`src/rtl/hd44780_nybble_writer.sv`:
```
// Purpose: HD44780 4-bit write initiator; takes a byte over STB_I/ACK_O and sends high then low nibble with E pulses.
// Latency: ACK_O registered on the accepting edge; BUSY_O then stays high for 2*(E_PULSE_CYCLES+2)+exec-wait cycles.
// Backpressure: requests are taken only while BUSY_O=0; STB_I must be held until ACK_O, and ignored requests are not latched.
// Build option: define INIT_SEQ_EN to run the HD44780 power-on 4-bit init sequence after every reset.
module hd44780_nybble_writer #(
  parameter int unsigned E_PULSE_CYCLES    = 6,
  parameter int unsigned SHORT_WAIT_CYCLES = 480,
  parameter int unsigned LONG_WAIT_CYCLES  = 19200,
  parameter int unsigned POWERUP_CYCLES    = 480000,
  parameter int unsigned INIT_WAIT1_CYCLES = 49200,
  parameter int unsigned INIT_WAIT2_CYCLES = 1200
) (
  input  logic       CLK_I,
  input  logic       RST_I,
  input  logic       STB_I,
  input  logic       RS_I,
  input  logic [7:0] DAT_I,
  output logic       ACK_O,
  output logic       BUSY_O,
  output logic       LCD_RS_O,
  output logic       LCD_RW_O,
  output logic       LCD_E_O,
  output logic [3:0] LCD_DB_O
);

  // One down-counter serves every timed state, so it is sized for the largest delay.
  localparam int unsigned MAX_A = (E_PULSE_CYCLES > SHORT_WAIT_CYCLES) ? E_PULSE_CYCLES : SHORT_WAIT_CYCLES;
  localparam int unsigned MAX_B = (MAX_A > LONG_WAIT_CYCLES) ? MAX_A : LONG_WAIT_CYCLES;
  localparam int unsigned MAX_C = (MAX_B > POWERUP_CYCLES) ? MAX_B : POWERUP_CYCLES;
  localparam int unsigned MAX_D = (MAX_C > INIT_WAIT1_CYCLES) ? MAX_C : INIT_WAIT1_CYCLES;
  localparam int unsigned MAX_P = (MAX_D > INIT_WAIT2_CYCLES) ? MAX_D : INIT_WAIT2_CYCLES;
  localparam int          TW    = $clog2(MAX_P) + 1;

  typedef enum logic [2:0] {
`ifdef INIT_SEQ_EN
    PWRUP,
    INIT_NIB,
    INIT_WAIT,
`endif
    IDLE,
    SETUP,
    E_HI,
    E_LO,
    EXEC_WAIT
  } state_t;

  state_t        state;
  logic [TW-1:0] timer;
  logic [7:0]    byte_q;
  logic          rs_q;
  logic          low_nib;
`ifdef INIT_SEQ_EN
  logic          fresh;
  logic          in_init;
  logic [1:0]    init_step;
`endif

  // Timer load value for an N-cycle state; a zero-length request still lasts one cycle.
  function automatic logic [TW-1:0] ld(input int unsigned n);
    return (n == 0) ? '0 : TW'(n - 1);
  endfunction

`ifdef INIT_SEQ_EN
  // Wait that follows init nibble number step (0x3, 0x3, 0x3, 0x2).
  function automatic int unsigned init_wait(input logic [1:0] step);
    case (step)
      2'd0:    return INIT_WAIT1_CYCLES;
      2'd1:    return INIT_WAIT2_CYCLES;
      default: return SHORT_WAIT_CYCLES;
    endcase
  endfunction
`endif

  assign LCD_RW_O = 1'b0;

  // Sequencer: all pin and handshake outputs are registered here; DB/RS only move on SETUP/INIT_NIB entry.
  always_ff @(posedge CLK_I) begin
    if (!RST_I) begin
`ifdef INIT_SEQ_EN
      state     <= PWRUP;
      fresh     <= 1'b1;
      in_init   <= 1'b1;
      init_step <= 2'd0;
`else
      state     <= IDLE;
`endif
      timer    <= '0;
      byte_q   <= 8'h00;
      rs_q     <= 1'b0;
      low_nib  <= 1'b0;
      ACK_O    <= 1'b0;
      BUSY_O   <= 1'b1;
      LCD_E_O  <= 1'b0;
      LCD_RS_O <= 1'b0;
      LCD_DB_O <= 4'h0;
    end else begin
      ACK_O <= 1'b0;
      if (timer != '0) timer <= timer - 1'b1;
      case (state)
`ifdef INIT_SEQ_EN
        PWRUP: begin
          // The first edge out of reset arms the power-up delay.
          if (fresh) begin
            fresh <= 1'b0;
            timer <= ld(POWERUP_CYCLES);
          end else if (timer == '0) begin
            state    <= INIT_NIB;
            LCD_RS_O <= 1'b0;
            LCD_DB_O <= 4'h3;
          end
        end
        INIT_WAIT: begin
          if (timer == '0) begin
            if (init_step == 2'd3) begin
              in_init <= 1'b0;
              state   <= IDLE;
              BUSY_O  <= 1'b0;
            end else begin
              init_step <= init_step + 2'd1;
              state     <= INIT_NIB;
              LCD_DB_O  <= (init_step == 2'd2) ? 4'h2 : 4'h3;
            end
          end
        end
        INIT_NIB,
`endif
        SETUP: begin
          state   <= E_HI;
          LCD_E_O <= 1'b1;
          timer   <= ld(E_PULSE_CYCLES);
        end
        E_HI: begin
          if (timer == '0) begin
            state   <= E_LO;
            LCD_E_O <= 1'b0;
          end
        end
        E_LO: begin
`ifdef INIT_SEQ_EN
          if (in_init) begin
            state <= INIT_WAIT;
            timer <= ld(init_wait(init_step));
          end else
`endif
          if (!low_nib) begin
            state    <= SETUP;
            low_nib  <= 1'b1;
            LCD_DB_O <= byte_q[3:0];
          end else begin
            state <= EXEC_WAIT;
            // Clear display / return home need the long execution time.
            if (!rs_q && byte_q != 8'h00 && byte_q <= 8'h03)
              timer <= ld(LONG_WAIT_CYCLES);
            else
              timer <= ld(SHORT_WAIT_CYCLES);
          end
        end
        EXEC_WAIT: begin
          if (timer == '0) begin
            state  <= IDLE;
            BUSY_O <= 1'b0;
          end
        end
        IDLE: begin
          // BUSY_O is still high here only on the first edge after reset; that edge just makes the block ready.
          if (BUSY_O) begin
            BUSY_O <= 1'b0;
          end else if (STB_I) begin
            byte_q   <= DAT_I;
            rs_q     <= RS_I;
            low_nib  <= 1'b0;
            LCD_RS_O <= RS_I;
            LCD_DB_O <= DAT_I[7:4];
            ACK_O    <= 1'b1;
            BUSY_O   <= 1'b1;
            state    <= SETUP;
          end
        end
        default: state <= IDLE;
      endcase
    end
  end

endmodule

```
`config.mk`:
```
export PLATFORM = sky130hd
export DESIGN_NAME = hd44780_nybble_writer
export DESIGN_NICKNAME = d
export VERILOG_FILES = /design/src/rtl/hd44780_nybble_writer.sv
export SDC_FILE = /design/constraint.sdc
export NUM_CORES = 1
export LEC_CHECK = 0
export CORE_MARGIN = 3
export CORE_UTILIZATION = 59
export DETAILED_ROUTE_END_ITERATION = 8
export PLACE_DENSITY = 0.86
export REMOVE_ABC_BUFFERS = 1
export SYNTH_ARGS = -nofsm -noshare
export SYNTH_HDL_FRONTEND = slang
export SYNTH_SLANG_ARGS = --single-unit
```
`constraint.sdc`:
```
create_clock -name CLK_I -period 3.2 [get_ports CLK_I]
set_input_delay 0.64 -clock CLK_I [delete_from_list [all_inputs] [get_ports CLK_I]]
set_output_delay 0.64 -clock CLK_I [all_outputs]
set_load 0.01 [all_outputs]
```
# Yosys cells after proc, flatten, opt, wreduce, memory -nomap -nowiden
# Cells that the tools add are included.
# totals
output_inout_bits	9
reg_bits	40
# op_classes
n_addsub	1
n_bitwise	1
n_lt_le_gt_ge	1
mux	22
n_eq_ne	9
reduce_logical	17
# ops
operator	n
$mux W20	2
$pmux W20 S2	1
$logic_not A20 Y1	1
$reduce_bool A20 Y1	1
$sub A20 B1 Y20 const B	1
$mux W15	1
$mux W3	5
$pmux W3 S5	1
$mux W4	3
$ne A2 B2 Y1 const B	5
$le A8 B2 Y1 const B	1
$pmux W4 S2	1
$reduce_and A4 Y1	2
$reduce_bool A8 Y1	1
$eq A3 B2 Y1 const B	2
$pmux W1 S2	3
$reduce_and A2 Y1	3
$reduce_and A3 Y1	2
$reduce_bool A2 Y1	3
$mux W1	5
$eq A3 B1 Y1 const B	1
$eq A3 B3 Y1 const B	1
$logic_not A3 Y1	1
$logic_and A1 B1 Y1	2
other kinds (2)	2

# Depth between registers and ports, before layout
# Gate-level depths: netlist of run 1.
# logic_depth
ltp_word	6
depth_mapped	8
depth_no_buf	7

# Least setup slack after synthesis of run 1
# Ideal clock, no wire load.
# synth_path
path_kind	reg2reg
from	register timer[0]
to	register timer[0]
n_path_buf	1
t_arrival_ps	1723
period_less_slack_ps	1842
setup_ps	120
path_slack_ps	1358
path_stages_with_launch	9
path_cell_list	dfxtp_1 > inv_1 > ha_1 > or4b_1 > nor3_4 > buf_6 > and2_2 > xnor2_1 > a21oi_1
# synth_via
elab_chain_len	4
word_cells_on_any_way	5
cone_classes	add/sub: 1; mux: 3; reduce/logical: 1
# synth_lines
item	line	rtl
from (decl)	48	logic [TW-1:0] timer;
from (signal assigned)	98	if (timer != '0) timer <= timer - 1'b1;
from (signal assigned)	130	timer <= ld(E_PULSE_CYCLES);
from (signal assigned)	153	timer <= ld(LONG_WAIT_CYCLES);
$sub A20 B1 Y20 or $reduce_bool A20 Y1 (tied branches)	98	
$mux W20 (*)	98	
$mux W20	145	if (!low_nib) begin
$pmux W20 S2 (*)	99	case (state)
# Mark *: on every way between the ends. The rest lies on a longest branch, timed or not.
# A chain may end at the register's enable or synchronous reset.

# Worst setup path in the final report of run 1
# layout_path
from	register timer[0]
to	register timer[1]
# The elaborated chain is that of the path after synthesis.

==> flow_metrics.tcl, run 1 <==
set metrics [dict create \
    final_cell_mix "dfxtp_1, nor2_1, clkdlybuf4s50_1" \
    clkTransAtPathRegs_ps 110 \
    placed_area_um2 2080 \
    cp_slowest_cell "or4b_1" \
    syn_to_final_growth_pct 14.5 \
    fin_area_um2 2160 \
    hold_violations 0 \
    slew_headroom_pct 50.3 \
    grt_overflow 0 \
    grt_pass1_wl_mm 6.98 \
    drc 0 \
    cts_root_buffer "clkbuf_4" \
    fin_tns_setup_ps 0 \
    worstSetupPathType "reg2reg" \
    min_from "LCD_DB_O[0]" \
    cts_tree "built" \
    die_w_um 62.5 \
    cp_max_fo 15 \
    synth.distinct_cells 49 \
    ys_seq_elements 40 \
    layout_commonest_cell "dfxtp_1" \
    dp_cells 258 \
    clk_path_buf_depth 2 \
    ant_nets 0 \
    num_vias 1551 \
    multiInputGateArea_um2 1020 \
    drt-initial-drc-count 72 \
    maxSlewViolCount 0 \
    endpoint_kind "register" \
    finalNetCount 237 \
    io_pins 21 \
    cp_num_buf_inv 1 \
    rsz0062_at_grt "false" \
    status "finished, final reports clean" \
    fin_crit_sh_pct 70.9 \
    worstMarginPinSlew_ps 738 \
    gp_congestion 0.848 \
    crit-reg2reg-launch "timer[0]" \
    ff2ff_path_depth 7 \
    first_pass_iters 4 \
    initial_core_util_pct 65.0 \
    antenna_found_initial 0 \
    finClkSkew_ps 8.03 \
    r2r_slack_ps 930 \
    fmax_mhz 440 \
    final_cells 266 \
    antenna_cells 0 \
    cts_setup_buffers 0 \
    required_ps 3480 \
    cp-start-kind "register" \
    async_flop_share_pct 0 \
    hp-class "reg2reg" \
    p_leak_nw 0.836 \
    synth_ff_type "dfxtp_1" \
    drv_cap 0 \
    ys_seq_area_share_pct 42.5 \
    clk-insertion-delay-late_ps 350 \
    rows 19 \
    netlist_instances 206 \
    detail_route.wl_per_cell_um 15.0 \
    seqCellArea_um2 801 \
    ctsResizeCount 0 \
    ctsHoldBuffers 0 \
    ir_drop_mv 0.630 \
    grt_pass1_vias 1557 \
    numCtsBuffers 5 \
    die_h_um 62.5 \
    drive_gt1_share_pct 7.14 \
    yosysWarnings 0 \
    via_per_inst 5.83 \
    min_to "LCD_DB_O[0]" \
    n_fill_cell 222 \
    core_um2 2900 \
    grt_max_degree 19 \
    finalSetupViolCount 0 \
    die_area_um2 3910 \
    track_usage_pct 22.4 \
    r2r_end "timer[1]" \
    synth_area_um2 1880 \
    critPathMaxStageDelay_ps 480 \
    synth.avg_cell_area_um2 9.15 \
    powerDensity_nw_per_um2 1020 \
    total_power_mw 2.20 \
    htree_levels 2 \
    startpoint "timer[0]" \
    path_cells "inv_1 -> ha_1 -> or4b_1 -> nor3_4 -> nand2_2 -> mux2_2 -> a21oi_1" \
    portBuffers 19 \
    min_path_cells 2 \
    clock_sinks 40 \
    hpwl_mm 2.85 \
    cpLargestDelayFamily "simple AND/OR/NAND/NOR gates" \
    wl_mm 3.99 \
    period_minus_slack_ps 2270 \
    synth-edff-count 0 \
    crit_arrival_ps 2550 \
]
[state kept, by name (all words and copies together) (netlist names)]
signal    flops
state         3
BUSY_O        1
low_nib       1
rs_q          1
byte_q        8
LCD_E_O       1
timer        20
ACK_O         1
LCD_DB_O      4
[metrics by stage]
stage / hold WS [ps] / setup WS (ps) / util, %
after detailed placement: 489 / 908 / 71.8
after global placement: 470 / 1030 / 71.8
after floorplan: 458 / 1220 / -
after global routing: 550 / 763 / 74.4
after CTS: 516 / 930 / 74.4
final: 510 / 930 / 74.4
[worst min-delay path, cell delays in order (launching register included)]
cell and delay (ps):
dfxtp_1 330, nor2_1 100, a211oi_1 50
[layer usage]
metal	track usage, %	share of wire, %
met4	9.92	1.8
met3	5.22	3.2
met2	39.9	52
met1	25.1	43
met5	0	0
[cell type report]
type	instances	share of cell area, %
Tap cell	42	2.43
Clock buffer	6	1.91
Multi-Input combinational cell	152	47.1
Timing Repair Buffer	20	9.16
Sequential cell	40	37.1
Inverter	4	0.696
Clock inverter	2	1.62
[cells by family after synthesis]
kind of cell	Yosys count	synth area share, %
compound gates	44	14.7
mux	15	8.03
buf+inv	14	3.59
simple gates	74	22.2
flops	40	42.5
fa+ha+maj	2	1.33
xor+xnor	16	7.44
other cells	1	0.199
[cell usage after synthesis, types with 3 or more instances]
cell type	n	area [µm²]
mux2i_1	14	140
buf_2	3	15.0
nor3_1	3	15.0
clkbuf_1	5	18.8
inv_1	3	11.3
nor2_1	33	124
dfxtp_1	40	801
nand2b_1	6	37.5
nand2_1	5	18.8
a21oi_1	15	75.1
a211oi_1	9	67.6
o21ai_0	5	25.0
xnor2_1	14	123
nand3_1	4	20.0
[report_power, final]
| group | internal, mW | total, mW | switching, mW |
|---|---|---|---|
| logic | 0.498 | 1.09 | 0.587 |
| clock network | 0.164 | 0.329 | 0.165 |
| registers | 0.633 | 0.788 | 0.154 |
| total | 1.30 | 2.20 | 0.907 |
[worst max path at each step]
stage | to | slack, ps | cells past startpoint
final | timer[1] | 930 | 7
after global routing | timer[1] | 760 | 7
after CTS | timer[1] | 930 | 7
after detailed placement | timer[16] | 910 | 5
after global placement | timer[17] | 1030 | 5
after floorplan | timer[1] | 1220 | 7
(Power assumes the default switching activity.)
==> run 2, diff against run 1 <==
--- a/config.mk
+++ b/config.mk
@@ -6,9 +6,9 @@
 export NUM_CORES = 1
 export LEC_CHECK = 0
 export CORE_MARGIN = 3
-export CORE_UTILIZATION = 59
+export CORE_UTILIZATION = 50
 export DETAILED_ROUTE_END_ITERATION = 8
-export PLACE_DENSITY = 0.86
+export PLACE_DENSITY = 0.78
 export REMOVE_ABC_BUFFERS = 1
 export SYNTH_ARGS = -nofsm -noshare
 export SYNTH_HDL_FRONTEND = slang
==> constraint.sdc (replaced) <==
create_clock -name CLK_I -period 1.97 [get_ports CLK_I]
set_input_delay 0.394 -clock CLK_I [delete_from_list [all_inputs] [get_ports CLK_I]]
set_output_delay 0.394 -clock CLK_I [all_outputs]
set_load 0.01 [all_outputs]
==> flow_metrics.tcl, run 2 (synthesized netlist as in run 1, its figures left out) <==
set metrics [dict create \
    worstSetupPathType "reg2reg" \
    rows 21 \
    grt_pass1_vias 1454 \
    hp-class "reg2reg" \
    drt-initial-drc-count 96 \
    fmax_mhz 531 \
    die_area_um2 4540 \
    finalSetupViolCount 0 \
    clk_path_buf_depth 2 \
    slew_headroom_pct 61.8 \
    die_w_um 67.4 \
    syn_to_final_growth_pct 23.1 \
    cp_max_fo 6 \
    cpLargestDelayFamily "simple AND/OR/NAND/NOR gates" \
    endpoint_kind "register" \
    final_cell_mix "dfxtp_1, nor2_1, clkdlybuf4s50_1" \
    clock_sinks 40 \
    n_fill_cell 287 \
    htree_levels 2 \
    hold_violations 0 \
    path_cells "inv_2 -> ha_1 -> or4b_4 -> nor3_4 -> buf_4 -> nand2_4 -> mux2_2 -> a21oi_1" \
    drv_cap 0 \
    p_leak_nw 0.932 \
    clk-insertion-delay-late_ps 290 \
    cp-start-kind "register" \
    period_minus_slack_ps 1880 \
    grt_overflow 0 \
    via_per_inst 5.32 \
    fin_crit_sh_pct 95.6 \
    ir_drop_mv 0.755 \
    rsz0062_at_grt "true" \
    cp_slowest_cell "or4b_4" \
    ant_nets 0 \
    critPathMaxStageDelay_ps 460 \
    worstMarginPinSlew_ps 569 \
    cts_tree "built" \
    io_pins 21 \
    ctsHoldBuffers 0 \
    top_register "timer" \
    finalNetCount 254 \
    final_cells 286 \
    detail_route.wl_per_cell_um 13.1 \
    cp_num_buf_inv 2 \
    drc 0 \
    cts_root_buffer "clkbuf_8" \
    hpwl_mm 2.80 \
    maxSlewViolCount 0 \
    top_regs "timer (20), byte_q (8), LCD_DB_O (4)" \
    numCtsBuffers 5 \
    track_usage_pct 18.7 \
    initial_core_util_pct 54.3 \
    gp_congestion 0.822 \
    dp_cells 279 \
    largest_register_ffs 20 \
    layout_setup_ws_ps 87.0 \
    grt_pass1_wl_mm 6.45 \
    antenna_found_initial 0 \
    wl_mm 3.74 \
    die_h_um 67.4 \
    clkTransAtPathRegs_ps 70 \
    grt_max_degree 15 \
    portBuffers 19 \
    status "finished, final reports clean" \
    layout_commonest_cell "dfxtp_1" \
    drive_gt1_share_pct 15.8 \
    finClkSkew_ps 5.39 \
    first_pass_iters 4 \
    core_um2 3470 \
    num_vias 1522 \
    antenna_cells 0 \
    crit_arrival_ps 2100 \
    dp_slack_ps 23.6 \
    required_ps 2190 \
    powerDensity_nw_per_um2 1670 \
]
run 2: worst paths after layout:
check | start | to | slack [ps] | cells past startpoint
max | timer[0] | timer[1] | 90 | 8
min | LCD_DB_O[0] | LCD_DB_O[0] | 500 | 2
max reg2reg | timer[0] | timer[1] | 90 | 8
min reg2reg | LCD_DB_O[0] | LCD_DB_O[0] | 500 | 2
run 2: area by class of cell:
type	instances	area [µm²]	area share [%]
Inverter	4	15.0	0.647
Clock buffer	6	72.6	3.13
Timing Repair Buffer	37	338	14.6
Tap cell	46	57.6	2.48
Multi-Input combinational cell	152	1030	44.3
Clock inverter	1	5.00	0.216
Sequential cell	40	803	34.6
run 2: power breakdown:
part | internal (mW) | switching [mW]
logic | 1.10 | 1.03
registers | 1.03 | 0.213
clock network | 0.241 | 0.263
run 2: worst register-to-register path: stages, from the launching register on:
cell and delay [ps]:
dfxtp_2 340, inv_2 60, ha_1 120, or4b_4 460, nor3_4 200, buf_4 170
nand2_4 70, mux2_2 270, a21oi_1 130
run 2: through the flow:
step	hold slack [ps]	setup TNS [ps]	utilization, %	power, mW	instance area, µm²
after floorplan	458	-39.2	-	2.59	1830
after global routing	527	-85.7	66.9	4.21	2320
after detailed placement	490	0	64.2	3.34	2230
after CTS	503	0	66.7	3.90	2310
after global placement	478	0	64.2	3.30	2230
final	498	0	66.9	3.88	2320
run 2: per-layer routing:
layer	track usage, %	routed length (µm)	vias to the layer above
li1	-	-	800
met3	5.66	137	4
met1	23.0	1750	693
met2	30.6	1830	25
met4	7.09	21	0
met5	0	0	-
run 2: what timing repair did:
item,4_1_cts,5_1_grt
pin swaps,1,2
endpoints found under the setup margin,1,14
gates resized for setup,3,4
buffers inserted,0,0
==> run 3, diff against run 2 <==
--- a/config.mk
+++ b/config.mk
@@ -5,7 +5,6 @@
 export SDC_FILE = /design/constraint.sdc
 export NUM_CORES = 1
 export LEC_CHECK = 0
-export CORE_MARGIN = 3
 export CORE_UTILIZATION = 50
 export DETAILED_ROUTE_END_ITERATION = 8
 export PLACE_DENSITY = 0.78
==> flow_metrics.tcl, run 3 (synthesized netlist as in run 1, its figures left out) <==
set metrics [dict create \
    numCtsBuffers 5 \
    via_per_inst 5.56 \
    core_um2 3470 \
    dp_cells 274 \
    min_to "LCD_DB_O[1]" \
    finalSetupViolCount 0 \
    min_from "LCD_DB_O[1]" \
    clk_path_buf_depth 2 \
    hold_violations 0 \
    endpoint_kind "register" \
    finalNetCount 254 \
    min_path_cells 2 \
    crit-reg2reg-launch "timer[0]" \
    portBuffers 19 \
    worstSetupPathType "reg2reg" \
    track_usage_pct 20.4 \
    syn_to_final_growth_pct 27.3 \
    ff2ff_path_depth 8 \
    largest_register_ffs 20 \
    clkTransAtPathRegs_ps 70 \
    initial_core_util_pct 54.3 \
    p_leak_nw 0.964 \
    final_cell_mix "dfxtp_1, nor2_1, clkdlybuf4s50_1" \
    r2r_slack_ps 30 \
    antenna_cells 0 \
    period_minus_slack_ps 1940 \
    drc 0 \
    first_pass_iters 4 \
    layout_commonest_cell "dfxtp_1" \
    slew_headroom_pct 65.3 \
    hpwl_mm 2.66 \
    clk-insertion-delay-late_ps 290 \
    rows 21 \
    clock_sinks 40 \
    wl_mm 3.95 \
    busiest_layer "met2" \
    top_register "timer" \
    die_h_um 63.4 \
    worstMarginPinSlew_ps 516 \
    top_regs "timer (20), byte_q (8), LCD_DB_O (4)" \
    die_area_um2 4020 \
    grt_use_met2_pct 33.1 \
    total_power_mw 4.23 \
    hold_slack_ps 502 \
    crit_arrival_ps 2160 \
    grt_overflow 0 \
    path_cells "inv_2 -> ha_1 -> or4b_4 -> nor3_4 -> buf_6 -> nand2_4 -> mux2_4 -> a21oi_2" \
    drt-initial-drc-count 162 \
    finClkSkew_ps 6.23 \
    io_pins 21 \
    use_met3_pct 3.80 \
    grt_max_degree 16 \
    cts_tree "built" \
    dp_slack_ps 7.69 \
    maxSlewViolCount 0 \
    cp_max_fo 6 \
    grtUsageMet1_pct 25.8 \
    ant_nets 0 \
    htree_levels 2 \
    status "finished, final reports clean" \
    ir_drop_mv 0.999 \
    grt_pass1_wl_mm 6.48 \
    critPathMaxStageDelay_ps 470 \
    fmax_mhz 516 \
    detail_route.wl_per_cell_um 13.8 \
    cp-start-kind "register" \
    num_vias 1595 \
    drive_gt1_share_pct 17.8 \
    drv_cap 0 \
    grt_pass1_vias 1502 \
    gp_congestion 0.814 \
    n_fill_cell 273 \
    powerDensity_nw_per_um2 1760 \
    r2r_end "timer[1]" \
    cp_slowest_cell "or4b_4" \
    required_ps 2190 \
    fin_crit_sh_pct 98.4 \
    final_cells 287 \
    cts_root_buffer "clkbuf_8" \
    layout_setup_ws_ps 32.1 \
    antenna_found_initial 0 \
    hp-class "reg2reg" \
    die_w_um 63.4 \
]
run 3: per-stage QoR:
step                      utilization [%]  setup TNS, ps  cell area, µm²
final                                69.2              0            2400
after global routing                 69.2          -76.9            2400
after CTS                            66.8              0            2320
after detailed placement             63.1              0            2190
after global placement               63.1              0            2190
after floorplan                         -          -39.2            1830
run 3: worst max path at each step:
stage	from	end	slack, ps	depth (start not counted)
final	timer[0]	timer[1]	30	8
after global routing	timer[1]	timer[1]	-50	8
after CTS	timer[0]	timer[1]	10	8
after detailed placement	timer[0]	timer[6]	8	8
after global placement	timer[0]	timer[1]	100	8
after floorplan	timer[0]	timer[1]	-10	7
run 3: area by class of cell:
type                            count  area (µm²)  area share [%]
Multi-Input combinational cell    152        1050            43.8
Sequential cell                    40         803            33.5
Timing Repair Buffer               37         345            14.4
Clock buffer                        7        96.3            4.02
Tap cell                           46        57.6            2.40
Clock inverter                      1        30.0            1.25
Inverter                            4        15.0           0.626
run 3: repair_timing:
action,CTS,global route
endpoints found under the setup margin,1,10
buffers inserted,0,5
hold buffers,0,0
gates resized for setup,1,14
pin swaps,0,3
run 3: per-layer routing:
layer | routed length (µm) | share of wire [%]
met1 | 1790 | 45
met2 | 1900 | 48
met3 | 165 | 4.2
met4 | 87 | 2.2
met5 | 0 | 0
run 3: power by group:
| part | internal, mW | switching (mW) |
|---|---|---|
| clock network | 0.447 | 0.275 |
| logic | 1.15 | 1.09 |
| registers | 1.03 | 0.231 |
run 3: worst max-delay path: cells and delay by family (launching register included):
family | cells | cell delay (ps)
DFF | 1 | 340
AOI/OAI and AO/OA | 1 | 120
and+or+nand+nor | 3 | 760
buffers and inverters | 2 | 210
adders and majority gates | 1 | 130
muxes | 1 | 310
